[src/rtl/frogger_pkg.sv]
// Shared constants for the frogger lane generator: screen/object geometry, per-lane
// placement, speed and direction, plus the log displacement encoding helper.
package frogger_pkg;

   localparam int unsigned NUM_LANES = 3;

   localparam int unsigned SCREEN_W  = 640;
   localparam int unsigned CAR_W     = 32;
   localparam int unsigned LOG_W     = 96;
   localparam int unsigned CAR_WRAP  = SCREEN_W + CAR_W;   // 672
   localparam int unsigned LOG_WRAP  = SCREEN_W + LOG_W;   // 736
   localparam int unsigned CAR_STEP  = 2;
   localparam int unsigned LOG_STEP  = 1;

   typedef logic [10:0]        coord_t;
   typedef logic signed [2:0]  dx_t;

   // Packed arrays are listed {lane 2, lane 1, lane 0}.
   localparam logic [NUM_LANES-1:0][10:0] LANE_Y_CAR  = {11'd352, 11'd384, 11'd416};
   localparam logic [NUM_LANES-1:0][10:0] LANE_Y_LOG  = {11'd128, 11'd160, 11'd192};
   localparam logic [NUM_LANES-1:0][10:0] LANE_X0_CAR = {11'd650, 11'd30,  11'd100};
   localparam logic [NUM_LANES-1:0][10:0] LANE_X0_LOG = {11'd20,  11'd700, 11'd40};

   localparam logic [NUM_LANES-1:0][3:0]  LANE_PERIOD_CAR = {4'd3, 4'd2, 4'd1};
   localparam logic [NUM_LANES-1:0][3:0]  LANE_PERIOD_LOG = {4'd3, 4'd1, 4'd2};

   // 1 = moves right; directions alternate lane to lane.
   localparam logic [NUM_LANES-1:0] LANE_DIR_CAR = 3'b101;
   localparam logic [NUM_LANES-1:0] LANE_DIR_LOG = 3'b010;

   // Signed per-move displacement in the 3-bit Log_dx encoding.
   function automatic logic [2:0] dir_step(input logic dir, input int unsigned step);
      logic [2:0] w_s;
      w_s = step[2:0];
      return dir ? w_s : (3'd0 - w_s);
   endfunction

endpackage

[src/rtl/lane_obstacles_if.sv]
// Bundle between lane_obstacles and its consumers (color_mapper, frog): the vs/run
// controls going in and all lane geometry coming out.
interface lane_obstacles_if;
   import frogger_pkg::*;

   logic                          vs;
   logic                          run;
   logic                          frame_tick;
   logic [NUM_LANES-1:0][10:0]    Car_X;
   logic [NUM_LANES-1:0][10:0]    Car_Y;
   logic [NUM_LANES-1:0][10:0]    Log_X;
   logic [NUM_LANES-1:0][10:0]    Log_Y;
   logic [10:0]                   Car_size;
   logic [10:0]                   Log_size;
   logic [NUM_LANES-1:0][2:0]     Log_dx;

   // Lane generator side.
   modport master (
      input  vs, run,
      output frame_tick, Car_X, Car_Y, Log_X, Log_Y, Car_size, Log_size, Log_dx
   );

   // Consumer side (also drives the controls).
   modport slave (
      output vs, run,
      input  frame_tick, Car_X, Car_Y, Log_X, Log_Y, Car_size, Log_size, Log_dx
   );

endinterface

[src/rtl/lane_obstacles_mover.sv]
// One lane: a period counter that advances on frame ticks while running, and a
// position that steps by STEP in direction DIR, wrapping modulo WRAP, each time the
// counter rolls over.
module lane_mover
   import frogger_pkg::*;
#(
   parameter int unsigned STEP   = 1,
   parameter int unsigned WRAP   = 736,
   parameter int unsigned PERIOD = 1,
   parameter logic        DIR    = 1'b1,
   parameter logic [10:0] X0     = 11'd0
) (
   input  logic        i_clk,
   input  logic        i_rst,
   input  logic        i_tick,
   input  logic        i_run,
   output logic [10:0] o_x,
   output logic        o_moved
);

   localparam logic [10:0] P_STEP = 11'(STEP);
   localparam logic [10:0] P_WRAP = 11'(WRAP);
   localparam logic [3:0]  P_LAST = 4'(PERIOD - 1);

   // Wrap arithmetic below relies on these to keep X inside [0, WRAP-1].
   generate
      if (STEP >= WRAP || 32'(X0) >= WRAP || PERIOD < 1 || PERIOD > 15 || WRAP > 2047)
      begin : g_bad_params
         $error("lane_mover: illegal STEP/WRAP/PERIOD/X0 combination");
      end
   endgenerate

   logic [3:0]  r_cnt;
   logic [10:0] r_x;
   logic [10:0] w_x_next;
   logic        w_move;

   assign w_move = i_tick & i_run & (r_cnt == P_LAST);

   // Candidate next position, one step with modular wrap.
   always_comb begin
      w_x_next = r_x;
      if (DIR) begin
         if (r_x + P_STEP >= P_WRAP) begin
            w_x_next = r_x + P_STEP - P_WRAP;
         end else begin
            w_x_next = r_x + P_STEP;
         end
      end else begin
         if (r_x < P_STEP) begin
            w_x_next = r_x + P_WRAP - P_STEP;
         end else begin
            w_x_next = r_x - P_STEP;
         end
      end
   end

   // Period counter and position; both frozen when not running.
   always_ff @(posedge i_clk or posedge i_rst) begin
      if (i_rst) begin
         r_cnt <= 4'd0;
         r_x   <= X0;
      end else if (i_tick && i_run) begin
         if (r_cnt == P_LAST) begin
            r_cnt <= 4'd0;
            r_x   <= w_x_next;
         end else begin
            r_cnt <= r_cnt + 4'd1;
         end
      end
   end

   assign o_x     = r_x;
   assign o_moved = w_move;

endmodule

[src/rtl/lane_obstacles.sv]
// Frame-rate lane generator: synchronises VGA vs, turns each falling edge into a
// one-cycle frame tick, and steps three car lanes and three log lanes on that tick.
// Log_dx reports how far each log moved so the frog can ride it.
module lane_obstacles
   import frogger_pkg::*;
(
   input  logic             Clk,
   input  logic             Reset,
   lane_obstacles_if.master bus
);

   logic                         r_sync1;
   logic                         r_sync2;
   logic                         r_prev;
   logic                         r_tick;
   logic                         w_fall;
   logic [NUM_LANES-1:0][10:0]   w_car_x;
   logic [NUM_LANES-1:0][10:0]   w_log_x;
   logic [NUM_LANES-1:0]         w_unused_car_moved;
   logic [NUM_LANES-1:0]         w_log_moved;
   logic [NUM_LANES-1:0][2:0]    r_log_dx;

   // Two-flop synchroniser for vs plus a delayed copy for edge detection; idle high.
   always_ff @(posedge Clk or posedge Reset) begin
      if (Reset) begin
         r_sync1 <= 1'b1;
         r_sync2 <= 1'b1;
         r_prev  <= 1'b1;
      end else begin
         r_sync1 <= bus.vs;
         r_sync2 <= r_sync1;
         r_prev  <= r_sync2;
      end
   end

   // Lanes step on the same edge that raises frame_tick, so positions change in the tick cycle.
   assign w_fall = r_prev & ~r_sync2;

   // Registered frame tick, one cycle per synchronised falling edge.
   always_ff @(posedge Clk or posedge Reset) begin
      if (Reset) begin
         r_tick <= 1'b0;
      end else begin
         r_tick <= w_fall;
      end
   end

   generate
      for (genvar i = 0; i < NUM_LANES; i++) begin : g_lane
         lane_mover #(
            .STEP   (CAR_STEP),
            .WRAP   (CAR_WRAP),
            .PERIOD (32'(LANE_PERIOD_CAR[i])),
            .DIR    (LANE_DIR_CAR[i]),
            .X0     (LANE_X0_CAR[i])
         ) u_car (
            .i_clk   (Clk),
            .i_rst   (Reset),
            .i_tick  (w_fall),
            .i_run   (bus.run),
            .o_x     (w_car_x[i]),
            .o_moved (w_unused_car_moved[i])
         );

         lane_mover #(
            .STEP   (LOG_STEP),
            .WRAP   (LOG_WRAP),
            .PERIOD (32'(LANE_PERIOD_LOG[i])),
            .DIR    (LANE_DIR_LOG[i]),
            .X0     (LANE_X0_LOG[i])
         ) u_log (
            .i_clk   (Clk),
            .i_rst   (Reset),
            .i_tick  (w_fall),
            .i_run   (bus.run),
            .o_x     (w_log_x[i]),
            .o_moved (w_log_moved[i])
         );
      end
   endgenerate

   // Log displacement, aligned with frame_tick and cleared the cycle after.
   always_ff @(posedge Clk or posedge Reset) begin
      if (Reset) begin
         r_log_dx <= '0;
      end else begin
         for (int i = 0; i < NUM_LANES; i++) begin
            r_log_dx[i] <= w_log_moved[i] ? dir_step(LANE_DIR_LOG[i], LOG_STEP) : 3'd0;
         end
      end
   end

   assign bus.frame_tick = r_tick;
   assign bus.Car_X      = w_car_x;
   assign bus.Log_X      = w_log_x;
   assign bus.Log_dx     = r_log_dx;
   assign bus.Car_Y      = LANE_Y_CAR;
   assign bus.Log_Y      = LANE_Y_LOG;
   assign bus.Car_size   = 11'(CAR_W);
   assign bus.Log_size   = 11'(LOG_W);

endmodule

[src/flat_wrapper.sv]
// flat-port wrapper written by rule: the top's interface ports become plain ports
module lane_obstacles_flat import frogger_pkg::*;
  (Clk, Reset, bus_vs, bus_run, bus_frame_tick, bus_Car_X, bus_Car_Y, bus_Log_X, bus_Log_Y, bus_Car_size, bus_Log_size, bus_Log_dx);
  lane_obstacles_if bus_i ();
  input  logic Clk;
  input  logic Reset;
  input wire logic [$bits(bus_i.vs)-1:0] bus_vs;
  input wire logic [$bits(bus_i.run)-1:0] bus_run;
  output wire logic [$bits(bus_i.frame_tick)-1:0] bus_frame_tick;
  output wire logic [$bits(bus_i.Car_X)-1:0] bus_Car_X;
  output wire logic [$bits(bus_i.Car_Y)-1:0] bus_Car_Y;
  output wire logic [$bits(bus_i.Log_X)-1:0] bus_Log_X;
  output wire logic [$bits(bus_i.Log_Y)-1:0] bus_Log_Y;
  output wire logic [$bits(bus_i.Car_size)-1:0] bus_Car_size;
  output wire logic [$bits(bus_i.Log_size)-1:0] bus_Log_size;
  output wire logic [$bits(bus_i.Log_dx)-1:0] bus_Log_dx;
  assign bus_i.vs = bus_vs;
  assign bus_i.run = bus_run;
  assign bus_frame_tick = bus_i.frame_tick;
  assign bus_Car_X = bus_i.Car_X;
  assign bus_Car_Y = bus_i.Car_Y;
  assign bus_Log_X = bus_i.Log_X;
  assign bus_Log_Y = bus_i.Log_Y;
  assign bus_Car_size = bus_i.Car_size;
  assign bus_Log_size = bus_i.Log_size;
  assign bus_Log_dx = bus_i.Log_dx;
  lane_obstacles u_core (.Clk(Clk), .Reset(Reset), .bus(bus_i));
endmodule
[config.mk]
export PLATFORM = sky130hd
export DESIGN_NAME = lane_obstacles_flat
export DESIGN_NICKNAME = d
export VERILOG_FILES = /design/src/rtl/frogger_pkg.sv /design/src/rtl/lane_obstacles_if.sv /design/src/rtl/lane_obstacles_mover.sv /design/src/rtl/lane_obstacles.sv /design/src/flat_wrapper.sv
export SDC_FILE = /design/constraint.sdc
export NUM_CORES = 1
export LEC_CHECK = 0
export BUFFER_PORTS_ARGS = -buffer_cell sky130_fd_sc_hd__buf_2
export CELL_PAD_IN_SITES_DETAIL_PLACEMENT = 1
export CELL_PAD_IN_SITES_GLOBAL_PLACEMENT = 2
export CORE_MARGIN = 3
export CORE_UTILIZATION = 31
export CTS_CLUSTER_DIAMETER = 40
export DETAILED_ROUTE_END_ITERATION = 8
export HOLD_SLACK_MARGIN = 0.12
export PLACE_DENSITY_LB_ADDON = 0.1
export SYNTH_ARGS = -nofsm -noshare
export SYNTH_HDL_FRONTEND = slang
export SYNTH_SLANG_ARGS = --single-unit
[constraint.sdc]
create_clock -name Clk -period 4.08 [get_ports Clk]
set_input_delay 1.02 -clock Clk [delete_from_list [all_inputs] [get_ports Clk]]
set_output_delay 1.02 -clock Clk [all_outputs]
set_load 0.01 [all_outputs]
Word-level counts from Yosys, hierarchy flattened
Cells that the tools add are included.
Widths: inputs -> output; s select.
{"block": "classes", "addsub": 21, "n_reduce_logical": 9, "bitwise": 6, "magnitude_cmp": 6, "eq_ne": 4, "muxes": 15}
{"op": "$mux 11", "n": 6}
{"op": "$sub 11x1->11 const B", "n": 4}
{"op": "$add 11x10->11 const B", "n": 3}
{"op": "$ge 11x10->1 const B", "n": 3}
{"op": "$sub 11x10->11 const B", "n": 3}
{"op": "$add 4x1->4 const B", "n": 6}
{"op": "$mux 4", "n": 6}
{"op": "$add 11x2->11 const B", "n": 2}
{"op": "$lt 11x1->1 const B", "n": 2}
{"op": "$sub 11x2->11 const B", "n": 2}
{"op": "$reduce_and 2->1", "n": 6}
{"op": "$add 11x1->11 const B", "n": 1}
{"op": "$lt 11x2->1 const B", "n": 1}
{"op": "$eq 4x1->1 const B", "n": 2}
{"op": "$eq 4x2->1 const B", "n": 2}
{"op": "$logic_not 4->1", "n": 2}
{"op": "$mux 3", "n": 2}
{"op": "$and 1x1->1", "n": 5}
{"op": "$logic_and 1x1->1", "n": 1}
{"op": "$mux 1", "n": 1}
{"op": "$not 1->1", "n": 1}
{"block": "word_totals", "inputBits": 4, "wordCells": 80, "out_inout_bits": 164, "ff_bits": 103}

Longest topological paths before layout
Gate-level depths: netlist of run 1.
{"block": "logic_depth", "depth_word": 5, "ltp_mapped": 12, "depth_no_buf": 11}

By module
A second synthesis of run 1 with hierarchy kept.
{"block": "unflattened", "hier_cells": 689, "hier_area_um2": 6530.0}
{"module": "lane_mover (u_core.g_lane[1].u_log)", "seq_area_each_um2": 382.9, "area_each_um2": 1156.1, "cells_per_inst": 132, "instances": 1}
{"module": "lane_mover (u_core.g_lane[0].u_car)", "seq_area_each_um2": 354.1, "area_each_um2": 1116.1, "cells_per_inst": 122, "instances": 1}
{"module": "lane_mover (u_core.g_lane[2].u_car)", "seq_area_each_um2": 355.3, "area_each_um2": 1083.5, "cells_per_inst": 127, "instances": 1}
{"module": "lane_obstacles", "seq_area_each_um2": 178.9, "area_each_um2": 909.6, "cells_per_inst": 105, "instances": 1}
{"module": "lane_mover (u_core.g_lane[2].u_log)", "seq_area_each_um2": 377.9, "area_each_um2": 832.0, "cells_per_inst": 77, "instances": 1}
{"module": "lane_mover (u_core.g_lane[0].u_log)", "seq_area_each_um2": 377.9, "area_each_um2": 730.7, "cells_per_inst": 66, "instances": 1}
{"module": "lane_mover (u_core.g_lane[1].u_car)", "seq_area_each_um2": 355.3, "area_each_um2": 701.9, "cells_per_inst": 60, "instances": 1}

Worst setup path after synthesis of run 1
No wires, ideal clock.
{"block": "synth_timing", "path_kind": "reg2reg", "startpoint": "reg u_core.g_lane[1].u_log.r_x[3]", "endpoint": "reg u_core.g_lane[1].u_log.r_x[5]", "stages_incl_launch_ff": 13, "period_less_slack_ns": 2.943, "arrival_ns": 2.869, "path_slack_ns": 1.137, "setup_ns": 0.075, "path_cell_list": "dfstp_2 buf_2 nand3_1 nor2_1 xor2_1 ha_1 inv_1 or4_1 and4_1 o31a_1 o21ai_1 mux2i_1 xor2_1"}
{"block": "synth_via", "elab_chain_cells": 3}
{"element": "start: declaration", "line": "lane_obstacles_mover.sv:34", "rtl": "logic [10:0] r_x;"}
{"element": "start signal: assignment", "line": "lane_obstacles_mover.sv:66", "rtl": "r_x <= w_x_next;"}
{"element": "$add 11x1->11 (*)", "line": "lane_obstacles_mover.sv:44, lane_obstacles_mover.sv:45, lane_obstacles_mover.sv:47"}
{"element": "$sub 11x10->11 / $ge 11x10->1 (equally long branches)", "line": "lane_obstacles_mover.sv:45, lane_obstacles_mover.sv:44"}
{"element": "$mux 11 (*)", "line": "lane_obstacles_mover.sv:44", "rtl": "if (r_x + P_STEP >= P_WRAP) begin"}
Every way passes the cells marked *; elsewhere a longest branch is shown, timed or not.
A chain may end at the register's enable or synchronous reset.

Worst setup path in the final report of run 1
Ends and elaborated chain as after synthesis.

==> flow_metrics.py, run 1 <==
metrics = {
    "outcome": {
        "run_status": "finished, final reports clean",
    },
    "setup_path": {
        "critPathTopFamily": "simple AND/OR/NAND/NOR gates",
        "arrival_ps": 3460,
        "crit_slowest_cell": "dfstp_2",
        "critPathBufInv": 1,
        "r2r_cells": 11,
        "critPathMaxStageDelay_ps": 630,
        "crit_chain": "nand3_1 -> nor2_1 -> xor2_1 -> ha_1 -> inv_1 -> or4_1 -> and4_1 -> o31a_1 -> o21ai_1 -> mux2i_1 -> xor2_1",
        "critical_path_depth": 11,
        "crit_type": "reg -> reg",
        "crit_fanout": 9,
        "cp_data_required_time_ps": 4360,
        "path_common_cell": "xor2_1",
        "start_kind": "flip-flop",
        "endpoint_kind": "flip-flop",
    },
    "yosys": {
        "synth_cells": 660,
        "syn_area_um2": 6031,
        "muxShareOfSynthArea_pct": 1.203,
        "synth_simple_gate_area_share_pct": 19.40,
        "yosys_warnings": 0,
        "ys_seq_area_share_pct": 39.50,
        "synthXorXnorAreaFrac_pct": 11.72,
        "syn_area_per_cell_um2": 9.138,
        "synthArstFlopShare_pct": 100.0,
        "synthFlopType": "dfrtp_1",
        "ys_ff_latch": 94,
        "synthAdderAreaFrac_pct": 2.905,
        "synth-edff-count": 0,
        "synth_compound_area_share_pct": 9.876,
        "ys_types": 67,
        "synth_top_family_by_area": "simple AND/OR/NAND/NOR gates",
    },
    "final_layout": {
        "utilization_pct": 34.66,
        "diodes": 0,
        "area_delta_synth_final_pct": 8.589,
        "final_nets": 734,
        "final_common_cell": "conb_1",
        "final_cell_mix": "93 x conb_1, 74 x buf_2, 72 x nand2_1",
        "layout-drive-gt1-share_pct": 17.61,
    },
    "grt": {
        "gr-usage-met3_pct": 2.305,
        "grt_pass1_vias": 4580,
        "met2_usage_pct": 21.31,
        "grt_pass1_wl_mm": 23.67,
        "grt_util_all_layers_pct": 13.24,
        "grt_max_degree": 61,
        "grtUsageMet1_pct": 18.19,
        "overflow": 0,
        "grt_most_used_layer": "met2",
        "antenna_found_initial": 0,
    },
    "clocking": {
        "cts_tree": "built",
        "cts_inserted_buffers": 9,
        "post_cts.repair.setup_buffers": 0,
        "clock_latency_ps": 340,
        "cts_sinks": 94,
        "ctsHoldBuffers": 0,
        "cts_buffer_depth": 2,
        "clk_pin_slew_worst_paths_ps": 70,
        "cts-root-buf": "clkbuf_16",
        "cts_max_level": 3,
        "ctsResizeCount": 0,
    },
    "placed_design": {
        "dp_hpwl_mm": 9.935,
        "place_ws_ps": 902.1,
        "gp_routability_congestion": 0.7441,
        "io_buffers": 74,
    },
    "worst_hold_path": {
        "hold_depth": 0,
        "hold_class": "reg -> reg",
    },
    "timing": {
        "finalCritPeriodShare_pct": 78.07,
        "finClkSkew_ps": 8.943,
        "relSlewSlack_pct": 48.80,
        "timing.hold.ws_ps": 370.6,
        "worst-slew-pin-transition_ps": 768.0,
        "fmax_ghz": 0.3140,
        "hold_viol": 0,
        "finalSetupViolCount": 0,
        "maxSlewViolCount": 0,
        "layout_min_cycle_time_ps": 3185,
        "final.setup.tns_ps": 0,
        "setup_slack_ps": 894.9,
        "rsz0062_at_grt": "false",
    },
    "pwr": {
        "vdd_drop_max_uv": 199.9,
        "cellLeakagePower_nw": 3.052,
        "power_density_nw_per_um2": 511.6,
    },
    "floorplanning": {
        "start_util_pct": 31.92,
        "dieArea_um2": 21160,
        "std_cell_rows": 50,
        "io_pins": 168,
        "core_um2": 18890,
        "die_y_um": 145.5,
        "die_w_um": 145.5,
    },
    "drt": {
        "vias_per_cell": 4.652,
        "first_pass_iters": 4,
        "routedWlPerCell_um": 14.00,
        "drc": 0,
        "ant_nets": 0,
        "drt_wl_total_mm": 13.73,
        "vias": 4564,
        "drtIter0Drc": 193,
    },
    "flow_run": {
        "maxCapViolations": 0,
    },
}
[power breakdown]
part | switching, mW | internal (mW) | total (mW)
Clock | 0.362 | 0.475 | 0.838
Sequential | 0.350 | 1.24 | 1.59
Combinational | 0.524 | 0.397 | 0.921
[per-layer routing]
layer | share of wire (%) | up-vias
li1 | - | 2188
met1 | 49 | 2233
met2 | 45 | 131
met3 | 4.4 | 12
met4 | 1.4 | 0
met5 | 0 | -
[registers in the layout, summed over array words and instances, names as in the netlist]
signal and flops:
u_core.g_lane.u_log.o_x 33, u_core.g_lane.u_car.o_x 30, u_core.g_lane.u_car.r_cnt 12, u_core.g_lane.u_log.r_cnt 12, u_core.bus.Log_dx 3, u_core.bus.frame_tick 1
u_core.r_prev 1, u_core.r_sync1 1, u_core.r_sync2 1
[synthesized netlist by cell type (18+ instances only)]
master / n / area, µm²
nand2_1: 72 / 270.3
inv_1: 19 / 71.32
nand3_1: 23 / 115.1
a21oi_1: 18 / 90.09
buf_4: 97 / 728.2
o21ai_0: 20 / 100.1
nor2_1: 34 / 127.6
xnor2_1: 51 / 446.7
nor3_1: 28 / 140.1
xor2_1: 26 / 227.7
dfstp_2: 24 / 630.6
dfrtp_1: 70 / 1752
[area by class of cell]
type                       instances  area [µm²]
tap                              260       325.3
clock buffer                      12       236.5
fill                            2281       12340
sequential                        94        2382
timing repair buffer              77       405.4
clock inverter                     4       48.80
inverter                          21       81.33
multi-input combinational        513        3069
[stage by stage]
| step | std cells | area [µm²] | power [mW] |
|---|---|---|---|
| global route | 981 | 6549 | 3.634 |
| finish | 981 | 6549 | 3.350 |
| CTS | 981 | 6549 | 3.425 |
| detailed placement | 965 | 6264 | 2.552 |
| floorplan | 751 | 6372 | 2.225 |
| global placement | 965 | 6264 | 2.512 |
[path summary, 6_finish.rpt]
| check | from | to | slack (ps) |
|---|---|---|---|
| max in group asynchronous | Reset | u_core.g_lane[2].u_car.o_x[1] | 2530 |
| hold / removal | u_core.r_sync1 | u_core.r_sync2 | 370 |
| min in group asynchronous | Reset | u_core.g_lane[1].u_car.o_x[8] | 820 |
| setup reg to reg | u_core.g_lane[1].u_log.o_x[3] | u_core.g_lane[1].u_log.o_x[5] | 890 |
| setup / recovery | u_core.g_lane[1].u_log.o_x[3] | u_core.g_lane[1].u_log.o_x[5] | 890 |
| hold reg to reg | u_core.r_sync1 | u_core.r_sync2 | 370 |
[kinds of logic (layout without fill, tap and decap cells)]
| family | after synthesis | count (layout) |
|---|---|---|
| simple gates | 229 | 229 |
| other cells | 2 | 93 |
| buf+inv | 144 | 114 |
| compound gates | 91 | 91 |
| fa+ha+maj | 14 | 14 |
| mux | 7 | 7 |
| xor+xnor | 79 | 79 |
| flops | 94 | 94 |
Power figures use the tool's default switching activity.
==> run 2: changes to the inputs <==
==> constraint.sdc (replaced) <==
create_clock -name Clk -period 3.2 [get_ports Clk]
set_input_delay 0.8 -clock Clk [delete_from_list [all_inputs] [get_ports Clk]]
set_output_delay 0.8 -clock Clk [all_outputs]
set_load 0.01 [all_outputs]
==> run 2 against run 1 <==
  * Sequential power up 27%
  * Total power up 33%
  * Die area unchanged
  * Final cell count up 1.6%
  * Core utilization up 1.1 points
  * Maximum frequency up 8.1%
  * Worst hold slack better by 4.2 ps
  * Routed wire length up 4.5%
  * Register-to-register slack worse by 640 ps
  * Highest routed layer unchanged
==> flow_metrics.py, run 2 (synthesis gave the netlist of run 1 again) <==
metrics = {
    "floorplanning": {
        "die_w_um": 145.5,
        "start_util_pct": 31.92,
        "die_y_um": 145.5,
        "std_cell_rows": 50,
        "io_pins": 168,
        "dieArea_um2": 21160,
        "core_um2": 18890,
    },
    "grt": {
        "grt_util_all_layers_pct": 13.54,
        "overflow": 0,
        "grt_max_degree": 38,
        "grt_pass1_vias": 4723,
        "grt_pass1_wl_mm": 24.18,
        "antenna_found_initial": 0,
    },
    "placed_design": {
        "io_buffers": 74,
        "place_ws_ps": 13.88,
        "place_area_um2": 6345,
        "dp_hpwl_mm": 10.56,
        "gp_routability_congestion": 0.7829,
    },
    "timing": {
        "relSlewSlack_pct": 38.04,
        "finalCritPeriodShare_pct": 92.08,
        "layout_min_cycle_time_ps": 2946,
        "timing.hold.ws_ps": 374.8,
        "worst-slew-pin-transition_ps": 927.5,
        "hold_viol": 0,
        "finClkSkew_ps": 7.101,
        "setup_slack_ps": 253.5,
        "finalSetupViolCount": 0,
        "fmax_ghz": 0.3394,
        "maxSlewViolCount": 0,
    },
    "clocking": {
        "cts_max_level": 3,
        "clock_latency_ps": 340,
        "cts_inserted_buffers": 9,
        "cts_sinks": 94,
        "cts_buffer_depth": 2,
        "cts-root-buf": "clkbuf_16",
        "cts_tree": "built",
        "clk_pin_slew_worst_paths_ps": 70,
        "ctsHoldBuffers": 0,
    },
    "drt": {
        "first_pass_iters": 4,
        "drc": 0,
        "drt_wl_total_mm": 14.34,
        "drtIter0Drc": 143,
        "vias_per_cell": 4.645,
        "routedWlPerCell_um": 14.39,
        "ant_nets": 0,
        "vias": 4631,
    },
    "final_layout": {
        "diodes": 0,
        "final_nets": 750,
        "final_cell_mix": "93 x conb_1, 74 x buf_2, 72 x nand2_1",
        "final_common_cell": "conb_1",
        "area_delta_synth_final_pct": 12.01,
        "largest_register_ffs": 33,
        "layout-drive-gt1-share_pct": 20.76,
        "stdcell_area_um2": 6755,
    },
    "setup_path": {
        "endpoint_kind": "flip-flop",
        "start_kind": "flip-flop",
        "r2r_cells": 11,
        "reg2reg_slack_ps": 250,
        "reg2reg_to": "u_core.g_lane[1].u_log.o_x[5]",
        "crit_type": "reg -> reg",
        "arrival_ps": 3220,
        "cp_data_required_time_ps": 3470,
        "crit_fanout": 6,
        "crit-reg2reg-launch": "u_core.g_lane[1].u_log.o_x[3]",
    },
    "pwr": {
        "cellLeakagePower_nw": 3.155,
        "finalPower_mw": 4.446,
        "vdd_drop_max_uv": 258.4,
        "power_density_nw_per_um2": 658.1,
    },
    "worst_hold_path": {
        "hold_end": "u_core.r_prev",
        "hold_class": "reg -> reg",
        "hold_depth": 0,
        "worstHoldStart": "u_core.r_sync2",
    },
    "flow_run": {
        "maxCapViolations": 0,
    },
    "outcome": {
        "run_status": "finished, final reports clean",
    },
}
## run 2: changes by cell type in the layout (fill, tap and decap cells not counted), sizes merged
cell	before	now
clkbuf	12	11
clkinvlp	0	2
clkinv	4	3
bufinv	1	2
inv	20	19
buf	77	93
## run 2: layout make-up
cell class                      instances  area (µm²)
Clock buffer                           11       252.7
Clock inverter                          5       81.33
Multi-Input combinational cell        513        3090
Timing Repair Buffer                   93       538.0
Fill cell                            2274       12140
Tap cell                              260       325.3
Inverter                               21       82.58
Sequential cell                        94        2385
## run 2: stage by stage
step | TNS [ps] | instances | util (%)
final | 0 | 997 | 35.75
after global routing | -9.096 | 997 | 35.75
after CTS | 0 | 990 | 35.36
after detailed placement | 0 | 974 | 33.58
after global placement | 0 | 974 | 33.58
after floorplan | 0 | 751 | -
## run 2: power by group
group	leakage [nW]	switching (mW)	internal (mW)	total, mW
Clock	0.162	0.474	0.728	1.20
Sequential	1.16	0.439	1.59	2.02
Combinational	1.83	0.689	0.530	1.22
Total	3.16	1.60	2.84	4.45
## run 2: repair_timing
item | CTS | global route
buffers inserted | 0 | 7
gates resized for setup | 1 | 7
pin swaps | 0 | 1
setup endpoints to repair | 1 | 3
## run 2: how the worst max path moves through the flow
stage                                  startpoint                             to  slack, ps
detailed placement  u_core.g_lane[1].u_log.o_x[3]  u_core.g_lane[1].u_log.o_x[5]         10
global route        u_core.g_lane[1].u_log.o_x[2]  u_core.g_lane[1].u_log.o_x[5]         -9
floorplan           u_core.g_lane[1].u_log.o_x[3]  u_core.g_lane[1].u_log.o_x[5]        260
CTS                 u_core.g_lane[1].u_log.o_x[3]  u_core.g_lane[1].u_log.o_x[5]         50
global placement    u_core.g_lane[1].u_log.o_x[3]  u_core.g_lane[1].u_log.o_x[5]        160
finish              u_core.g_lane[1].u_log.o_x[3]  u_core.g_lane[1].u_log.o_x[5]        250
## run 2: metal layers
layer	vias up	track usage (%)	routed length, µm
li1	2221	-	-
met1	2279	18.65	7022
met2	121	21.78	6552
met3	10	2.273	590
met4	0	4.368	178
met5	-	0	0
## run 2: worst max-delay path: stages (launching register included)
cell and delay, ps:
dfstp_2 600, and4_4 250, nand2_1 70, xnor2_1 150
ha_2 230, inv_1 60, or4_1 530, and4_1 240
o31a_1 150, o21ai_2 180, mux2i_1 260, xor2_1 170
==> run 3: changes to the inputs <==
--- a/config.mk
+++ b/config.mk
@@ -9,11 +9,12 @@
 export CELL_PAD_IN_SITES_DETAIL_PLACEMENT = 1
 export CELL_PAD_IN_SITES_GLOBAL_PLACEMENT = 2
 export CORE_MARGIN = 3
-export CORE_UTILIZATION = 31
+export CORE_UTILIZATION = 33
 export CTS_CLUSTER_DIAMETER = 40
 export DETAILED_ROUTE_END_ITERATION = 8
 export HOLD_SLACK_MARGIN = 0.12
 export PLACE_DENSITY_LB_ADDON = 0.1
 export SYNTH_ARGS = -nofsm -noshare
 export SYNTH_HDL_FRONTEND = slang
+export SYNTH_HIERARCHICAL = 1
 export SYNTH_SLANG_ARGS = --single-unit
==> run 3 against run 2 <==
  * Worst setup slack better by 77 ps
  * Sequential power about the same
  * Non-clock buffer count down 11
  * Sequential cell count unchanged
  * Worst hold slack worse by 16 ps
  * Area after synthesis up 8.3%
  * Register-to-register slack better by 80 ps
  * Total power up 4.5%
  * Critical path type unchanged
  * Largest cell class unchanged
  * Highest routed layer unchanged
==> flow_metrics.py, run 3 <==
metrics = {
    "outcome": {
        "run_status": "finished, final reports clean",
    },
    "floorplanning": {
        "die_y_um": 146.7,
        "die_w_um": 146.7,
        "io_pins": 168,
        "core_um2": 19080,
        "dieArea_um2": 21510,
        "std_cell_rows": 50,
        "start_util_pct": 34.22,
    },
    "setup_path": {
        "crit_slowest_cell": "dfrtp_1",
        "crit-reg2reg-launch": "u_core/g_lane[1].u_log/o_x[0]",
        "crit_fanout": 7,
        "crit_chain": "ha_1 -> and4_1 -> and2_1 -> xnor2_1 -> ha_1 -> nand2_1 -> a31oi_1 -> a211o_1 -> nor2_2 -> a31oi_4 -> mux2i_1 -> xnor2_1",
        "start_kind": "flip-flop",
        "cp_data_required_time_ps": 3470,
        "crit_type": "reg -> reg",
        "cp-startpoint": "u_core/g_lane[1].u_log/o_x[0]",
        "endpoint_kind": "flip-flop",
        "critPathTopFamily": "simple AND/OR/NAND/NOR gates",
        "critPathMaxStageDelay_ps": 470,
        "arrival_ps": 3140,
        "critPathBufInv": 0,
    },
    "yosys": {
        "yosys.area.top_type": "dfrtp_1",
        "ys_ff_latch": 94,
        "synth-edff-count": 0,
        "ys_types": 99,
        "synthArstFlopShare_pct": 100.0,
        "netlist_top_cells_area": "dfrtp_1 27%, buf_4 12%, dfstp_2 9.7%, xnor2_1 5.6%, xor2_1 3.1%",
        "synth_common_cells": "101 x buf_4, 70 x dfrtp_1, 44 x nor2_1",
        "synth_top_cell_area_share_pct": 26.83,
        "synth_cells": 689,
        "synthFlopType": "dfrtp_1",
        "ys_seq_area_share_pct": 36.48,
        "syn_area_per_cell_um2": 9.478,
        "yosys_warnings": 6,
        "synth.most_common_cell": "buf_4",
        "syn_area_um2": 6530,
    },
    "timing": {
        "worst-slew-pin-transition_ps": 643.6,
        "hold_viol": 0,
        "layout_min_cycle_time_ps": 2870,
        "finalCritPeriodShare_pct": 89.68,
        "timing.hold.ws_ps": 359.3,
        "final.setup.tns_ps": 0,
        "fmax_ghz": 0.3485,
        "maxSlewViolCount": 0,
        "relSlewSlack_pct": 57.05,
        "finClkSkew_ps": 14.36,
        "rsz0062_at_grt": "false",
        "finalSetupViolCount": 0,
    },
    "grt": {
        "grt_util_all_layers_pct": 14.51,
        "overflow": 0,
        "grt_max_degree": 20,
        "grt_pass1_vias": 5029,
        "grt_pass1_wl_mm": 26.12,
        "antenna_found_initial": 0,
    },
    "clocking": {
        "cts-root-buf": "clkbuf_16",
        "cts_buffer_depth": 2,
        "post_cts.repair.setup_buffers": 0,
        "cts_max_level": 3,
        "clk_pin_slew_worst_paths_ps": 80,
        "ctsHoldBuffers": 0,
        "cts_inserted_buffers": 9,
        "clock_latency_ps": 360,
        "cts_tree": "built",
        "cts_sinks": 94,
    },
    "pwr": {
        "finalPower_mw": 4.646,
        "cellLeakagePower_nw": 3.250,
        "vdd_drop_max_uv": 296.7,
        "power_density_nw_per_um2": 661.1,
    },
    "drt": {
        "drt_wl_total_mm": 15.55,
        "drtIter0Drc": 180,
        "drc": 0,
        "first_pass_iters": 4,
        "routedWlPerCell_um": 15.39,
        "ant_nets": 0,
        "vias": 4873,
        "vias_per_cell": 4.825,
    },
    "final_layout": {
        "final_cells": 1010,
        "layout-drive-gt1-share_pct": 22.67,
        "area_delta_synth_final_pct": 7.607,
        "final_nets": 763,
        "largest_register_ffs": 33,
        "diodes": 0,
        "final_cell_mix": "93 x conb_1, 74 x buf_2, 70 x dfrtp_1",
        "final_common_cell": "conb_1",
    },
    "worst_hold_path": {
        "hold_class": "reg -> reg",
        "worstHoldStart": "u_core/r_sync1",
    },
    "placed_design": {
        "dp.cells": 994,
        "dp_hpwl_mm": 11.64,
        "io_buffers": 74,
        "gp_routability_congestion": 0.8174,
    },
    "flow_run": {
        "maxCapViolations": 0,
    },
}
run 3: cell types whose count changed after synthesis, moves of 6 or more:
cell,before,now
nor4_1,12,5
nor4_2,0,6
nor3_1,28,10
a31oi_1,1,8
nand3_1,23,32
inv_1,19,35
o21ai_1,11,4
nor2_1,34,44
clkbuf_1,15,6
xnor2_1,51,42
nand2_1,72,42
run 3: cell type report:
type,count,area [µm²]
clock buffers,9,225.2
clock inverters,7,77.57
fillers,2272,12050
inverters,37,138.9
multi-input cells,521,3447
flip-flops and latches,94,2382
well taps,260,325.3
repair buffers,82,430.4
run 3: worst paths after layout:
path | depth (start not counted) | end | slack (ps)
worst max-delay path | 12 | u_core/g_lane[1].u_log/o_x[5] | 330
worst min-delay path | 0 | u_core/r_sync2 | 360
worst max register to register | 12 | u_core/g_lane[1].u_log/o_x[5] | 330
worst min register to register | 0 | u_core/r_sync2 | 360
max in group asynchronous | 2 | u_core/g_lane[1].u_log/o_x[0] | 2170
min in group asynchronous | 2 | u_core/bus.Log_dx[1] | 460
run 3: cell families (layout without fill, tap and decap cells):
| group | count (synthesis) | in the layout | synth area share, % |
|---|---|---|---|
| multiplexers | 16 | 16 | 2.625 |
| other | 5 | 93 | 0.2874 |
| AO/OA/AOI/OAI | 104 | 104 | 12.24 |
| XOR/XNOR | 66 | 66 | 8.967 |
| flip-flops | 94 | 94 | 36.48 |
| adder cells (fa/ha/maj) | 14 | 14 | 2.683 |
| AND/OR/NAND/NOR | 228 | 228 | 20.89 |
| buffers and inverters | 162 | 135 | 15.83 |
run 3: report_power, final:
part | total (mW) | leakage (nW) | switching, mW | internal (mW)
clock | 1.11 | 0.144 | 0.552 | 0.554
combinational | 1.51 | 1.96 | 0.865 | 0.646
sequential | 2.03 | 1.14 | 0.460 | 1.57
total | 4.65 | 3.25 | 1.88 | 2.77
run 3: layer usage:
layer  routed length [µm]  track usage (%)
met3                  597            2.700
met2                 7688            24.75
met1                 7117            18.77
met5                    0                0
met4                  143            4.139
run 3: through the flow:
| step | setup slack, ps | instance area (µm²) | util [%] |
|---|---|---|---|
| floorplan | 528.2 | 6860 | - |
| global placement | 351.1 | 6721 | 35.23 |
| detailed placement | 276.9 | 6721 | 35.23 |
| CTS | 237.9 | 7024 | 36.81 |
| global route | 106.9 | 7027 | 36.83 |
| finish | 330.3 | 7027 | 36.83 |
run 3: what timing repair did:
item | CTS | global route
resized for setup | 0 | 1
endpoints found under the hold margin | 0 | 0
endpoints found under the setup margin | 0 | 1
